==> src/rtl/store_narrow_align_if.sv <==
// Store request / memory beat bundle for store_narrow_align.
// master: request producer and memory model side. slave: the store aligner.
interface store_narrow_align_if #(
  parameter int ADDR_W = 32
);
  logic              in_valid;
  logic              in_ready;
  logic [ADDR_W-1:0] in_addr;
  logic [31:0]       in_data;
  logic [1:0]        in_size;
  logic              in_signed;
  logic              mem_valid;
  logic              mem_ready;
  logic [ADDR_W-1:0] mem_addr;
  logic [31:0]       mem_wdata;
  logic [3:0]        mem_be;
  logic              mem_last;
  logic              busy;
  logic              err;
  logic              ovf;

  modport master (
    output in_valid, in_addr, in_data, in_size, in_signed, mem_ready,
    input  in_ready, mem_valid, mem_addr, mem_wdata, mem_be, mem_last,
           busy, err, ovf
  );

  modport slave (
    input  in_valid, in_addr, in_data, in_size, in_signed, mem_ready,
    output in_ready, mem_valid, mem_addr, mem_wdata, mem_be, mem_last,
           busy, err, ovf
  );
endinterface

==> src/rtl/store_narrow_align.sv <==
// Store-path narrowing and lane alignment. Narrows a register value to
// byte/half/word, shifts it onto little-endian lanes of a 32-bit word memory
// and splits word-crossing stores into two beats.
// Optional macro NARROW_OVF_CHECK_EN: flags byte/half stores whose discarded
// upper bits are not the sign/zero extension of the narrowed value.
module store_narrow_align #(
  parameter int ADDR_W = 32
) (
  input  logic                 clk,
  input  logic                 reset,
  store_narrow_align_if.slave  bus
);

  typedef enum logic [1:0] {IDLE, BEAT0, BEAT1} state_t;

  state_t            state_q, state_d;
  logic [ADDR_W-1:0] addr_q, addr_d;
  logic [31:0]       wdata_q, wdata_d;
  logic [31:0]       hi_data_q, hi_data_d;
  logic [3:0]        be_q, be_d;
  logic [3:0]        hi_be_q, hi_be_d;
  logic              last_q, last_d;
  logic              err_q, err_d;
  logic              ovf_q, ovf_d;

  logic              accept;
  logic              beat_done;
  logic              mem_valid_w;
  logic              ovf_flag;
  logic [1:0]        off;
  logic [63:0]       data64;
  logic [7:0]        be8;

  // Keep only the bytes the access size covers.
  function automatic logic [31:0] narrow_fn(input logic [31:0] d, input logic [1:0] sz);
    case (sz)
      2'b00:   return {24'b0, d[7:0]};
      2'b01:   return {16'b0, d[15:0]};
      default: return d;
    endcase
  endfunction

  // Byte-enable pattern of an aligned access of the given size.
  function automatic logic [3:0] mask_fn(input logic [1:0] sz);
    case (sz)
      2'b00:   return 4'b0001;
      2'b01:   return 4'b0011;
      default: return 4'b1111;
    endcase
  endfunction

`ifdef NARROW_OVF_CHECK_EN
  // Discarded upper bits must replicate the narrowed MSB (signed) or be zero.
  function automatic logic ovf_fn(input logic [31:0] d, input logic [1:0] sz, input logic sgn);
    case (sz)
      2'b00:   return sgn ? (d[31:8]  != {24{d[7]}})  : (d[31:8]  != 24'b0);
      2'b01:   return sgn ? (d[31:16] != {16{d[15]}}) : (d[31:16] != 16'b0);
      default: return 1'b0;
    endcase
  endfunction

  assign ovf_flag = ovf_fn(bus.in_data, bus.in_size, bus.in_signed);
`else
  logic unused_in_signed;
  assign unused_in_signed = bus.in_signed;
  assign ovf_flag         = 1'b0;
`endif

  assign mem_valid_w   = (state_q != IDLE);
  assign bus.in_ready  = (state_q == IDLE);
  assign bus.mem_valid = mem_valid_w;
  assign bus.busy      = mem_valid_w;
  assign bus.mem_addr  = addr_q;
  assign bus.mem_wdata = wdata_q;
  assign bus.mem_be    = be_q;
  assign bus.mem_last  = last_q;
  assign bus.err       = err_q;
  assign bus.ovf       = ovf_q;

  assign accept    = bus.in_valid & (state_q == IDLE);
  assign beat_done = mem_valid_w & bus.mem_ready;
  assign off       = bus.in_addr[1:0];
  // The 64-bit window spans the addressed word and the one after it.
  assign data64    = {32'b0, narrow_fn(bus.in_data, bus.in_size)} << {off, 3'b000};
  assign be8       = {4'b0, mask_fn(bus.in_size)} << off;

  // Next-state and beat register updates.
  always_comb begin
    state_d   = state_q;
    addr_d    = addr_q;
    wdata_d   = wdata_q;
    hi_data_d = hi_data_q;
    be_d      = be_q;
    hi_be_d   = hi_be_q;
    last_d    = last_q;
    err_d     = 1'b0;
    ovf_d     = 1'b0;
    case (state_q)
      IDLE: begin
        if (accept) begin
          ovf_d = ovf_flag;
          if (bus.in_size == 2'b11) begin
            // Reserved size: swallow the request, report it, emit nothing.
            err_d = 1'b1;
          end else begin
            state_d   = BEAT0;
            addr_d    = {bus.in_addr[ADDR_W-1:2], 2'b00};
            wdata_d   = data64[31:0];
            be_d      = be8[3:0];
            last_d    = (be8[7:4] == 4'b0000);
            hi_data_d = data64[63:32];
            hi_be_d   = be8[7:4];
          end
        end
      end
      BEAT0: begin
        if (beat_done) begin
          if (last_q) begin
            state_d = IDLE;
          end else begin
            state_d = BEAT1;
            addr_d  = addr_q + ADDR_W'(4);
            wdata_d = hi_data_q;
            be_d    = hi_be_q;
            last_d  = 1'b1;
          end
        end
      end
      BEAT1: begin
        if (beat_done) state_d = IDLE;
      end
      default: state_d = IDLE;
    endcase
  end

  // State and beat registers; reset discards any in-flight request.
  always_ff @(posedge clk) begin
    if (reset) begin
      state_q   <= IDLE;
      addr_q    <= '0;
      wdata_q   <= '0;
      hi_data_q <= '0;
      be_q      <= '0;
      hi_be_q   <= '0;
      last_q    <= 1'b0;
      err_q     <= 1'b0;
      ovf_q     <= 1'b0;
    end else begin
      state_q   <= state_d;
      addr_q    <= addr_d;
      wdata_q   <= wdata_d;
      hi_data_q <= hi_data_d;
      be_q      <= be_d;
      hi_be_q   <= hi_be_d;
      last_q    <= last_d;
      err_q     <= err_d;
      ovf_q     <= ovf_d;
    end
  end

endmodule

==> src/flat_wrapper.sv <==
// flat-port wrapper written by rule: the top's interface ports become plain ports
module store_narrow_align_flat 
#(
  parameter int ADDR_W = 32
)
  (clk, reset, bus_in_valid, bus_in_addr, bus_in_data, bus_in_size, bus_in_signed, bus_mem_ready, bus_in_ready, bus_mem_valid, bus_mem_addr, bus_mem_wdata, bus_mem_be, bus_mem_last, bus_busy, bus_err, bus_ovf);
  store_narrow_align_if #(.ADDR_W(ADDR_W)) bus_i ();
  input  logic clk;
  input  logic reset;
  input wire logic [$bits(bus_i.in_valid)-1:0] bus_in_valid;
  input wire logic [$bits(bus_i.in_addr)-1:0] bus_in_addr;
  input wire logic [$bits(bus_i.in_data)-1:0] bus_in_data;
  input wire logic [$bits(bus_i.in_size)-1:0] bus_in_size;
  input wire logic [$bits(bus_i.in_signed)-1:0] bus_in_signed;
  input wire logic [$bits(bus_i.mem_ready)-1:0] bus_mem_ready;
  output wire logic [$bits(bus_i.in_ready)-1:0] bus_in_ready;
  output wire logic [$bits(bus_i.mem_valid)-1:0] bus_mem_valid;
  output wire logic [$bits(bus_i.mem_addr)-1:0] bus_mem_addr;
  output wire logic [$bits(bus_i.mem_wdata)-1:0] bus_mem_wdata;
  output wire logic [$bits(bus_i.mem_be)-1:0] bus_mem_be;
  output wire logic [$bits(bus_i.mem_last)-1:0] bus_mem_last;
  output wire logic [$bits(bus_i.busy)-1:0] bus_busy;
  output wire logic [$bits(bus_i.err)-1:0] bus_err;
  output wire logic [$bits(bus_i.ovf)-1:0] bus_ovf;
  assign bus_i.in_valid = bus_in_valid;
  assign bus_i.in_addr = bus_in_addr;
  assign bus_i.in_data = bus_in_data;
  assign bus_i.in_size = bus_in_size;
  assign bus_i.in_signed = bus_in_signed;
  assign bus_i.mem_ready = bus_mem_ready;
  assign bus_in_ready = bus_i.in_ready;
  assign bus_mem_valid = bus_i.mem_valid;
  assign bus_mem_addr = bus_i.mem_addr;
  assign bus_mem_wdata = bus_i.mem_wdata;
  assign bus_mem_be = bus_i.mem_be;
  assign bus_mem_last = bus_i.mem_last;
  assign bus_busy = bus_i.busy;
  assign bus_err = bus_i.err;
  assign bus_ovf = bus_i.ovf;
  store_narrow_align #(.ADDR_W(ADDR_W)) u_core (.clk(clk), .reset(reset), .bus(bus_i));
endmodule
==> config.mk <==
export PLATFORM = sky130hd
export DESIGN_NAME = store_narrow_align_flat
export DESIGN_NICKNAME = d
export VERILOG_FILES = /design/src/rtl/store_narrow_align_if.sv /design/src/rtl/store_narrow_align.sv /design/src/flat_wrapper.sv
export SDC_FILE = /design/constraint.sdc
export NUM_CORES = 1
export LEC_CHECK = 0
export BUFFER_PORTS_ARGS = -buffer_cell sky130_fd_sc_hd__buf_2
export CORE_MARGIN = 2
export CORE_UTILIZATION = 26
export CTS_BUF_LIST = sky130_fd_sc_hd__clkbuf_16
export DETAILED_ROUTE_END_ITERATION = 7
export GPL_TIMING_DRIVEN = 0
export PLACE_DENSITY = 0.47
export SLEW_MARGIN = 20
export SYNTH_ARGS = -nofsm -noshare
export SYNTH_HDL_FRONTEND = slang
export SYNTH_SLANG_ARGS = --single-unit
==> constraint.sdc <==
create_clock -name clk -period 2.3 [get_ports clk]
set_input_delay 0.46 -clock clk [delete_from_list [all_inputs] [get_ports clk]]
set_output_delay 0.46 -clock clk [all_outputs]
set_load 0.02 [all_outputs]
* After elaboration in Yosys (flattened, before gate mapping)
Index checks and enable logic that the tools add are counted.
** Word-level totals
- Word-level logic and storage cells :: 63
- Bits of input ports :: 71
- Output and inout bits :: 74
- Register bits after elaboration :: 108
** Operators by class
- Reduce and logical (&&, ||, !) cells :: 10
- Add/sub/neg operators :: 1
- Shifts and indexed selects :: 2
- Equal/unequal tests :: 9
- Muxes and demuxes :: 28
- Bitwise operators :: 5
** Operator list (number)
- 2-to-1 mux 32 bit :: 8
- one-hot mux 32 bit (2 select lines) :: 3
- left shift 32 x 5 -> 64 bit :: 1
- adder 32 x 3 -> 32 bit (second input constant) :: 1
- 2-to-1 mux 4 bit :: 4
- one-hot mux 4 bit (2 select lines) :: 2
- 2-to-1 mux 2 bit :: 5
- AND reduction 4 bit :: 2
- left shift 4 x 2 -> 8 bit :: 1
- inequality test 2 x 1 -> 1 bit (second input constant) :: 3
- one-hot mux 2 bit (3 select lines) :: 1
- AND reduction 5 bit :: 1
- equality test 2 x 1 -> 1 bit (second input constant) :: 2
- equality test 2 bit (second input constant) :: 2
- zero test 2 bit :: 2
- zero test 4 bit :: 1
- 2-to-1 mux 1 bit :: 4
- inequality test 2 bit (second input constant) :: 2
- nonzero test 2 bit :: 2
- NOT 1 bit :: 3
- AND reduction 3 bit :: 1
- OR reduction 3 bit :: 1
- bitwise AND 1 bit :: 2
- one-hot mux 1 bit (2 select lines) :: 1

* Logic depth before layout (Yosys ltp)
Gate-level depths: netlist of run 1.
- Depth in word-level cells :: 7
- Gate-level depth with buffers :: 8
- Mapped depth without buffers :: 6

* Worst setup path after synthesis of run 1
Ideal clock, no wire load.
- Kind :: register -> register
- From :: reg u_core.addr_q[2], in the netlist u_core.bus.mem_addr[2]
- To :: reg u_core.addr_q[20], in the netlist u_core.bus.mem_addr[20]
- Path slack :: 152 ps
- Required time :: 2168 ps
- Arrival :: 2016 ps
- Period minus slack after synthesis :: 2148 ps
- Stages on the path, launching flop included :: 7
- Path buffers :: 0
- Library setup time :: 132 ps
- Path through :: dfxtp_1 ha_1 nand4_2 or3_4 or4_1 nand3_1 a21oi_1
** On the way
- Word-level cells in the longest chain between the ends :: 4
** Ends and longest elaborated chain
- start, declared :: line store_narrow_align.sv:17 : logic [ADDR_W-1:0] addr_q, addr_d;
- start signal, assigned :: line store_narrow_align.sv:150 : addr_q <= addr_d;
- adder 32 x 3 -> 32 bit :: line store_narrow_align.sv:122 : addr_d = addr_q + ADDR_W'(4);
- 2-to-1 mux 32 bit :: line store_narrow_align.sv:118 : if (last_q) begin
- 2-to-1 mux 32 bit :: line store_narrow_align.sv:117 : if (beat_done) begin
- one-hot mux 32 bit (2 select lines) :: line store_narrow_align.sv:98 : case (state_q)
Every way passes these cells. The select of a mux whose other input is x is not followed.
A chain may end at the register's enable or synchronous reset.

* Worst setup path after layout of run 1
- From :: reg u_core.state_q[0]
- To :: reg u_core.wdata_q[15], in the netlist u_core.bus.mem_wdata[15]
** On the way
- Word-level cells in the longest chain between the ends :: 4
- Elaborated cells between the ends (all ways) :: 12
- Those cells by class :: 5 x eq/ne; 1 x mux; 2 x bitwise; 4 x reduce/logical
** Ends and longest elaborated chain
- start, declared :: line store_narrow_align.sv:16 : state_t state_q, state_d;
- start signal, assigned :: line store_narrow_align.sv:149 : state_q <= state_d;
- nonzero test 2 bit / zero test 2 bit (equally long branches) :: line store_narrow_align.sv:69, store_narrow_align.sv:80, store_narrow_align.sv:98
- bitwise AND 1 bit, on equally long branches :: line store_narrow_align.sv:81, store_narrow_align.sv:80
- inequality test 2 x 1 -> 1 bit (no line)
- AND reduction 5 bit (no line)
- end signal, assigned :: line store_narrow_align.sv:151 : wdata_q <= wdata_d;
- end, declared :: line store_narrow_align.sv:18 : logic [31:0] wdata_q, wdata_d;
Several ways; a longest one is shown, not always the timed one.

==> results.cfg, run 1 <==
[placement]
place_hpwl_um = 16600
gp_congestion = 0.928
dp_slack_ps = -198
place_inst = 1097
io_buffers = 139

[logic_synthesis]
synth_edf_count = 0
synth-seq-area-share_pct = 37.0
synth_top_family_by_area = simple AND/OR/NAND/NOR gates
ys_warn_count = 0
yosys_register_bits = 97
post_synth_mux_area_share_pct = 3.65
synth.distinct_cells = 63
async_flop_share_pct = 0
synth.avg_cell_area_um2 = 7.59
synth_flop_cell = dfxtp_1
syn_inst = 691
yosys.area_share.adder_pct = 0.239
yosys.area_share.simple_pct = 27.5
synth_xor_area_share_pct = 0
netlist_area_um2 = 5240
synth_compound_area_share_pct = 25.8

[clocking]
cts-hold-fix-buffers = 0
cts_buffer_depth = 2
cts_tree = yes
h-tree-depth = 3
clkSinkCount = 97
clk_latency_ps = 360
ctsRootBufferMaster = clkbuf_16
numCtsBuffers = 9
cts.clk_slew.worst_paths_ps = 70

[power_and_ir_drop]
p_seq_share_pct = 41.2
p_int_w = 0.00311
ir_worst_vdd_uv = 370
p_comb_share_pct = 23.7
total_power_w = 0.00464
power.density_nw_per_um2 = 701
p_sw_share_pct = 33.0
p_clk_share_pct = 35.1
leakagePower_nw = 2.61
p_switching_w = 0.00153

[cells_and_area]
final_common_cell = buf_2
ff_latch_area_um2 = 1940
final_nets = 917
layout.cells.non_filler = 1114
drive_gt1_share_pct = 24.1
multi_input_comb_area_um2 = 3020
syn2layout_area_growth_pct = 26.4
nFillCells = 2214
diodes = 0
layout.cells.most_common_list = 148 x buf_2, 99 x nand2_1, 95 x dfxtp_1

[sta]
whs_ps = 364
fin_worst_skew_ps = 6.42
setup_violations = 0
timing.setup.tns_ps = 0
fin_crit_ps = 2200
worstMarginPinSlew_ps = 722
slew-limit-headroom_pct = 51.8
setup_ws_ps = 98.1
min_period_over_period_pct = 95.7
hold_viol = 0
fmax_mhz = 454
final_max_slew_viol_count = 0

[status]
outcome = finished clean

[worst_setup_path]
cp.required_ps = 2520
start_kind = flop
path_buf_inv = 3
crit_arrival_ps = 2430
path_common_cell = buf_2
crit_family = buffers and inverters
crit_fanout = 10
cp_cell_sequence = buf_2 > and3b_1 > a31oi_4 > or2_1 > buf_2 > clkbuf_4 > a211oi_1 > nor3_1
crit_type = reg -> reg
worstSetupEndpointType = flop
cpPeakStageDelay_ps = 360
cpMaxStageDelayCell = a211oi_1

[global_routing]
grt_pass1_vias = 5502
grt_first_pass_wirelength_um = 32600
overflow = 0
grt_max_degree = 16
gr-usage-all-layers_pct = 20.0
antenna_found_initial = 0

[drt]
first_pass_iters = 5
drc = 0
vias_per_cell = 5.21
drt_iter0_markers = 447
ant_nets = 0
wl_per_cell_um = 19.6
drt-total-wl_um = 21900
via_count = 5802

[floorplanning]
dieArea_um2 = 21300
core_um2 = 19700
fp-row-count = 51
die_w_um = 146
die_h_um = 146
top_level_ports = 145
start_util_pct = 26.7

[flow_run]
maxCapViolCount = 0

[hold_path]
worstHoldPathType = in -> reg
-- cell families after synthesis --
family / after synthesis
buffers and inverters: 71
muxes: 18
and+or+nand+nor: 295
adders and majority gates: 1
AOI/OAI and AO/OA: 208
other: 1
DFF: 97
-- stage by stage --
| step | area (µm²) | utilization (%) |
|---|---|---|
| 2_1_floorplan | 5250 | - |
| 3_3_place_gp | 6280 | 31.9 |
| 3_5_place_dp | 6280 | 31.9 |
| 4_1_cts | 6600 | 33.6 |
| 5_1_grt | 6630 | 33.7 |
| 6_report | 6630 | 33.7 |
-- worst register-to-register path, cell delays in order, from the launching register on --
cell and delay (ps):
dfxtp_1 300, buf_2 210, and3b_1 250, a31oi_4 90, or2_1 290, buf_2 210
clkbuf_4 250, a211oi_1 370, nor3_1 90
-- cell type report --
cell class,count,area share (%)
Multi-Input combinational cell,525,45.6
Sequential cell,97,29.3
Timing Repair Buffer,141,10.7
Tap cell,265,5.00
Buffer,64,4.32
Clock buffer,9,3.40
Clock inverter,6,1.26
Inverter,7,0.396
-- metal layers --
| metal | wire [µm] | global-route usage, % | vias up |
|---|---|---|---|
| li1 | - | - | 2816 |
| met1 | 9750 | 26.0 | 2768 |
| met4 | 449 | 5.29 | 0 |
| met5 | 0 | 0 | - |
| met2 | 10400 | 33.6 | 188 |
| met3 | 1230 | 4.26 | 30 |
-- power by group through the flow --
stage,Sequential [W],Combinational [W],Clock [W]
global route,0.00193,0.00119,0.00172
floorplan,0.00205,0.000535,0
global placement,0.00195,0.00109,0
detailed placement,0.00195,0.00109,0
CTS,0.00191,0.00110,0.00166
finish,0.00191,0.00110,0.00163
-- final timing paths --
check                                          endpoint  cells past startpoint  slack, ps                         startpoint
setup / recovery  u_core.bus.mem_wdata[15]$_SDFFE_PP0P_                      8        100     u_core.state_q[0]$_SDFFE_PP0P_
hold / removal     u_core.bus.mem_addr[16]$_SDFFE_PP0P_                      3        360                    bus_in_addr[16]
setup reg to reg  u_core.bus.mem_wdata[15]$_SDFFE_PP0P_                      8        100     u_core.state_q[0]$_SDFFE_PP0P_
hold reg to reg       u_core.hi_data_q[23]$_SDFFE_PP0P_                      2        450  u_core.hi_data_q[23]$_SDFFE_PP0P_
-- what timing repair did --
action | in CTS | in global routing
buffers inserted | 1 | 1
resized for setup | 5 | 12
pin swaps | 1 | 0
endpoints found under the setup margin | 9 | 38
-- sequential cells by signal, indices dropped and copies added, names as in the netlist --
register / cells
u_core.bus.mem_wdata: 32
u_core.bus.mem_addr: 30
u_core.hi_data_q: 24
u_core.bus.mem_be: 4
u_core.hi_be_q: 3
u_core.state_q: 2
u_core.bus.err: 1
u_core.bus.mem_last: 1
-- cell usage after synthesis (12+ instances only) --
library cell	instances	area [µm²]
nand2_1	99	372
dfxtp_1	97	1940
a21oi_1	75	375
nor2_1	61	229
clkbuf_1	42	158
nor3_1	38	190
o21ai_0	28	140
nand3_1	26	130
o211ai_1	21	158
o21a_1	18	135
a211oi_1	13	97.6
buf_2	12	60.1
Power figures use the tool's default switching activity.
==> inputs of run 2 (changes only) <==
CORE_ASPECT_RATIO = 0.75   (was unset)
PLACE_DENSITY = 0.42   (was 0.47)
==> run 2 against run 1 <==
Net effect: clock skew is 1.1 ps lower; die area hardly changed; cell area hardly changed; maximum frequency is 0.91% lower; power is 2.0% lower; worst hold slack worse by 3.1 ps; critical path type unchanged; final cell count is 0.81% lower.
==> results.cfg, run 2 (synthesis results as in run 1) <==
[status]
outcome = finished clean

[cells_and_area]
diodes = 0
largest_reg_flops = 32
syn2layout_area_growth_pct = 26.6
final_common_cell = buf_2
postLayoutCoreUtil_pct = 34.0
layout.cells.non_filler = 1105
drive_gt1_share_pct = 24.8
final_nets = 919
layout.cells.most_common_list = 149 x buf_2, 99 x nand2_1, 95 x dfxtp_1
nFillCells = 2121

[sta]
min_period_over_period_pct = 96.6
fin_worst_skew_ps = 5.36
fmax_mhz = 450
worstMarginPinSlew_ps = 754
hold_viol = 0
final_max_slew_viol_count = 0
slew-limit-headroom_pct = 49.7
timing.setup.tns_ps = 0
fin_crit_ps = 2220
setup_violations = 0

[worst_setup_path]
crit_cells = 8
path_common_cell = buf_2
r2r_cells = 8
cp.required_ps = 2520
crit_family = buffers and inverters
cpPeakStageDelay_ps = 400
cpMaxStageDelayCell = a221oi_1
timing.reg2reg.setup_slack_ps = 80
worstSetupEndpointType = flop
crit_path_end = u_core.bus.mem_wdata[1]$_SDFFE_PP0P_
r2r_start = u_core.state_q[0]$_SDFFE_PP0P_
critPathLaunch = u_core.state_q[0]$_SDFFE_PP0P_
crit_type = reg -> reg
path_buf_inv = 3
cp_cell_sequence = buf_2 > and3b_1 > a31oi_4 > or2_1 > buf_2 > buf_4 > a221oi_1 > nor3_1
crit_arrival_ps = 2440
crit_fanout = 10
r2r-end = u_core.bus.mem_wdata[1]$_SDFFE_PP0P_
start_kind = flop

[power_and_ir_drop]
p_seq_share_pct = 42.2
p_clk_share_pct = 33.2
power.density_nw_per_um2 = 686
p_sw_share_pct = 35.6
p_switching_w = 0.00162
leakagePower_nw = 2.63
p_int_w = 0.00293
ir_worst_vdd_uv = 295
p_comb_share_pct = 24.6

[clocking]
clk_latency_ps = 360
numCtsBuffers = 9
cts.clk_slew.worst_paths_ps = 70
clkSinkCount = 97
h-tree-depth = 3
ctsRootBufferMaster = clkbuf_16
cts_buffer_depth = 2
cts_tree = yes
cts-hold-fix-buffers = 0

[global_routing]
gr-usage-all-layers_pct = 20.9
overflow = 0
grt_pass1_vias = 5329
grt_max_degree = 19
antenna_found_initial = 0
grt_first_pass_wirelength_um = 33300

[floorplanning]
die_h_um = 127
die_w_um = 168
fp-row-count = 44
top_level_ports = 145
start_util_pct = 26.8
core_um2 = 19500
dieArea_um2 = 21300

[hold_path]
worstHoldPathType = in -> reg
worstHoldStart = bus_in_addr[16]

[drt]
ant_nets = 0
first_pass_iters = 5
vias_per_cell = 5.31
via_count = 5866
wl_per_cell_um = 20.6
drt_iter0_markers = 576
drt-total-wl_um = 22800
drc = 0

[flow_run]
maxCapViolCount = 0

[placement]
place_inst = 1085
place_hpwl_um = 17700
io_buffers = 139
gp_congestion = 0.885
-- run 2: cell types whose count changed in the layout (fill, tap and decap cells not counted), sizes merged --
cell / delta
clkbuf: -2
buf: +4
clkinvlp: -1
inv: +5
bufinv: -2
clkinv: -1
-- run 2: worst min path at each step --
stage,endpoint,cells after the start
after floorplan,u_core.hi_data_q[16]$_SDFFE_PP0P_,2
after global placement,u_core.hi_data_q[18]$_SDFFE_PP0P_,2
after detailed placement,u_core.hi_data_q[19]$_SDFFE_PP0P_,2
after CTS,u_core.bus.mem_addr[22]$_SDFFE_PP0P_,3
after global routing,u_core.bus.mem_addr[16]$_SDFFE_PP0P_,3
final,u_core.bus.mem_addr[16]$_SDFFE_PP0P_,3
-- run 2: final cells by class --
class	count	area, µm²	area share [%]
sequential	97	1940	29.3
buffer	64	284	4.28
multi-input combinational	525	3050	46.0
timing repair buffer	143	726	10.9
tap	253	317	4.77
clock inverter	7	60.1	0.905
inverter	7	26.3	0.396
clock buffer	9	225	3.39
-- run 2: worst register-to-register path: stages (launching register included) --
cell	delay (ps)
dfxtp_1	310
buf_2	200
and3b_1	260
a31oi_4	80
or2_1	290
buf_2	230
buf_4	230
a221oi_1	410
nor3_1	80
-- run 2: power by group through the flow --
stage / registers [W] / clock network (W) / logic, W
floorplan: 0.00205 / 0 / 0.000535
detailed placement: 0.00196 / 0 / 0.00109
CTS: 0.00192 / 0.00155 / 0.00110
global route: 0.00194 / 0.00161 / 0.00121
global placement: 0.00195 / 0 / 0.00109
finish: 0.00192 / 0.00151 / 0.00112
-- run 2: timing repair --
item	in CTS	in global routing
resized for setup	4	19
setup endpoints to repair	16	55
pin swaps	1	2
hold endpoints to repair	0	0
buffers inserted	1	3
gates cloned	0	0
-- run 2: per-layer routing --
metal / vias up / routed length [µm] / GRT usage (%)
met5: - / 0 / 0
met4: 0 / 279 / 4.35
met3: 22 / 1660 / 4.40
met2: 239 / 9050 / 29.6
met1: 2787 / 11800 / 32.2
li1: 2818 / - / -
-- run 2: through the flow --
stage	cell area (µm²)	worst slack, ps	hold WS (ps)	total power [W]
floorplan	5250	152	432	0.00259
global placement	6260	-312	440	0.00304
detailed placement	6260	-329	445	0.00305
CTS	6560	3.30	359	0.00457
global route	6640	-2.81	372	0.00476
finish	6640	77.8	361	0.00455
==> inputs of run 3 (changes only) <==
CORE_MARGIN = unset   (was 2)
==> run 3 against run 2 <==
Net effect: the flow now finishes with violations (design-rule violations); first-iteration DRC count decreased by 5.4%; clock skew is 2.8 ps higher; register-to-register slack hardly changed; via count up 0.66%; critical endpoint is now u_core.bus.mem_addr[20]$_SDFFE_PP0P_; largest cell class unchanged.
==> results.cfg, run 3 (synthesis results as in run 1) <==
[clocking]
h-tree-depth = 3
cts_buffer_depth = 2
clk_latency_ps = 370
cts_tree = yes
cts-hold-fix-buffers = 0
clkSinkCount = 97
ctsRootBufferMaster = clkbuf_16
numCtsBuffers = 9
cts.clk_slew.worst_paths_ps = 70

[sta]
final_max_slew_viol_count = 0
slew-limit-headroom_pct = 47.8
hold_viol = 0
setup_ws_ps = 92.4
setup_violations = 0
fmax_mhz = 453
min_period_over_period_pct = 96.0
fin_crit_ps = 2210
fin_worst_skew_ps = 8.18
worstMarginPinSlew_ps = 782

[placement]
io_buffers = 139
dp_slack_ps = -324
place_inst = 1085
place_hpwl_um = 17700
gp_congestion = 0.918

[drt]
drt_iter0_markers = 545
wl_met2_um = 9380
vias_per_cell = 5.34
drt-total-wl_um = 23000
first_pass_iters = 8
ant_nets = 0
via_count = 5905
met3_length_um = 1880
drc = 8
wl_per_cell_um = 20.8
met1Wirelength_um = 11400
top_layer_used = met4

[cells_and_area]
syn2layout_area_growth_pct = 27.2
largest_reg_flops = 32
layout.cells.most_common_list = 147 x buf_2, 99 x nand2_1, 95 x dfxtp_1
final_nets = 919
postLayoutCoreUtil_pct = 34.1
drive_gt1_share_pct = 25.0
layout.cells.non_filler = 1106
final_common_cell = buf_2

[global_routing]
gr-usage-all-layers_pct = 21.9
grt_max_degree = 17
overflow = 0
antenna_found_initial = 1
grt_pass1_vias = 5329
grt_first_pass_wirelength_um = 33800

[floorplanning]
die_w_um = 166
top_level_ports = 145
start_util_pct = 26.8
die_h_um = 125
dieArea_um2 = 20700
core_um2 = 19500
fp-row-count = 44

[power_and_ir_drop]
leakagePower_nw = 2.64
power.density_nw_per_um2 = 709
ir_worst_vdd_uv = 308

[worst_setup_path]
crit_family = simple AND/OR/NAND/NOR gates
r2r_cells = 6
cp_cell_sequence = ha_2 > nand4_2 > or3_4 > or4_1 > nand3_1 > a21oi_1
cpPeakStageDelay_ps = 520
worstSetupEndpointType = flop
crit_fanout = 6
r2r_start = u_core.bus.mem_addr[2]$_SDFFE_PP0P_
critPathLaunch = u_core.bus.mem_addr[2]$_SDFFE_PP0P_
start_kind = flop
cp.required_ps = 2520
r2r-end = u_core.bus.mem_addr[20]$_SDFFE_PP0P_
timing.reg2reg.setup_slack_ps = 90
crit_type = reg -> reg
path_buf_inv = 0
crit_arrival_ps = 2430
cpMaxStageDelayCell = or4_1

[hold_path]
hold_depth = 3
worstHoldPathType = in -> reg
holdPathEnd = u_core.bus.mem_addr[22]$_SDFFE_PP0P_
worstHoldStart = bus_in_addr[22]

[flow_run]
maxCapViolCount = 0

[status]
violations = design-rule violations
outcome = finished, violations left
[run 3: worst reg2reg max path, cell delays in order (launching register included)]
cell,delay [ps]
dfxtp_2,410
ha_2,250
nand4_2,220
or3_4,490
or4_1,520
nand3_1,110
a21oi_1,70
[run 3: per-layer routing]
metal  GRT usage (%)  up-vias
met1            33.6     2825
met2            30.9      234
li1                -     2823
met3            3.83       23
met5               0        -
met4            5.88        0
[run 3: power breakdown]
| part | total (W) | switching (W) | internal (W) |
|---|---|---|---|
| combinational | 0.00113 | 0.000754 | 0.000372 |
| sequential | 0.00192 | 0.000114 | 0.00180 |
| clock | 0.00168 | 0.000726 | 0.000955 |
[run 3: worst max-delay path by stage]
stage / to / slack, ps / cells after the start
2_1_floorplan: u_core.bus.mem_addr[20]$_SDFFE_PP0P_ / 150 / 6
3_3_place_gp: u_core.bus.mem_wdata[13]$_SDFFE_PP0P_ / -290 / 8
3_5_place_dp: u_core.bus.mem_wdata[20]$_SDFFE_PP0P_ / -320 / 7
4_1_cts: u_core.bus.mem_wdata[14]$_SDFFE_PP0P_ / 7 / 8
5_1_grt: u_core.bus.mem_wdata[0]$_SDFFE_PP0P_ / -2 / 8
6_report: u_core.bus.mem_addr[20]$_SDFFE_PP0P_ / 90 / 6
[run 3: layout make-up]
class	instances	area [µm²]
repair buffers	143	726
plain buffers	64	290
fillers	2081	12900
well taps	253	317
flip-flops and latches	97	1940
clock buffers	9	225
diodes	1	2.50
clock inverters	7	93.8
multi-input cells	525	3040
inverters	7	26.3
[run 3: repair_timing]
action / CTS / global route
endpoints found under the hold margin: 0 / 0
pin swaps: 1 / 1
setup buffers: 0 / 4
endpoints found under the setup margin: 18 / 45
resized for setup: 8 / 17
[run 3: through the flow]
stage	total power, W	setup TNS, ps	instance area, µm²	hold WS (ps)
2_1_floorplan	0.00259	0	5250	432
3_3_place_gp	0.00305	-8900	6260	440
3_5_place_dp	0.00305	-10790	6260	448
4_1_cts	0.00475	0	6600	354
5_1_grt	0.00492	-2.10	6670	365
6_report	0.00472	0	6670	366
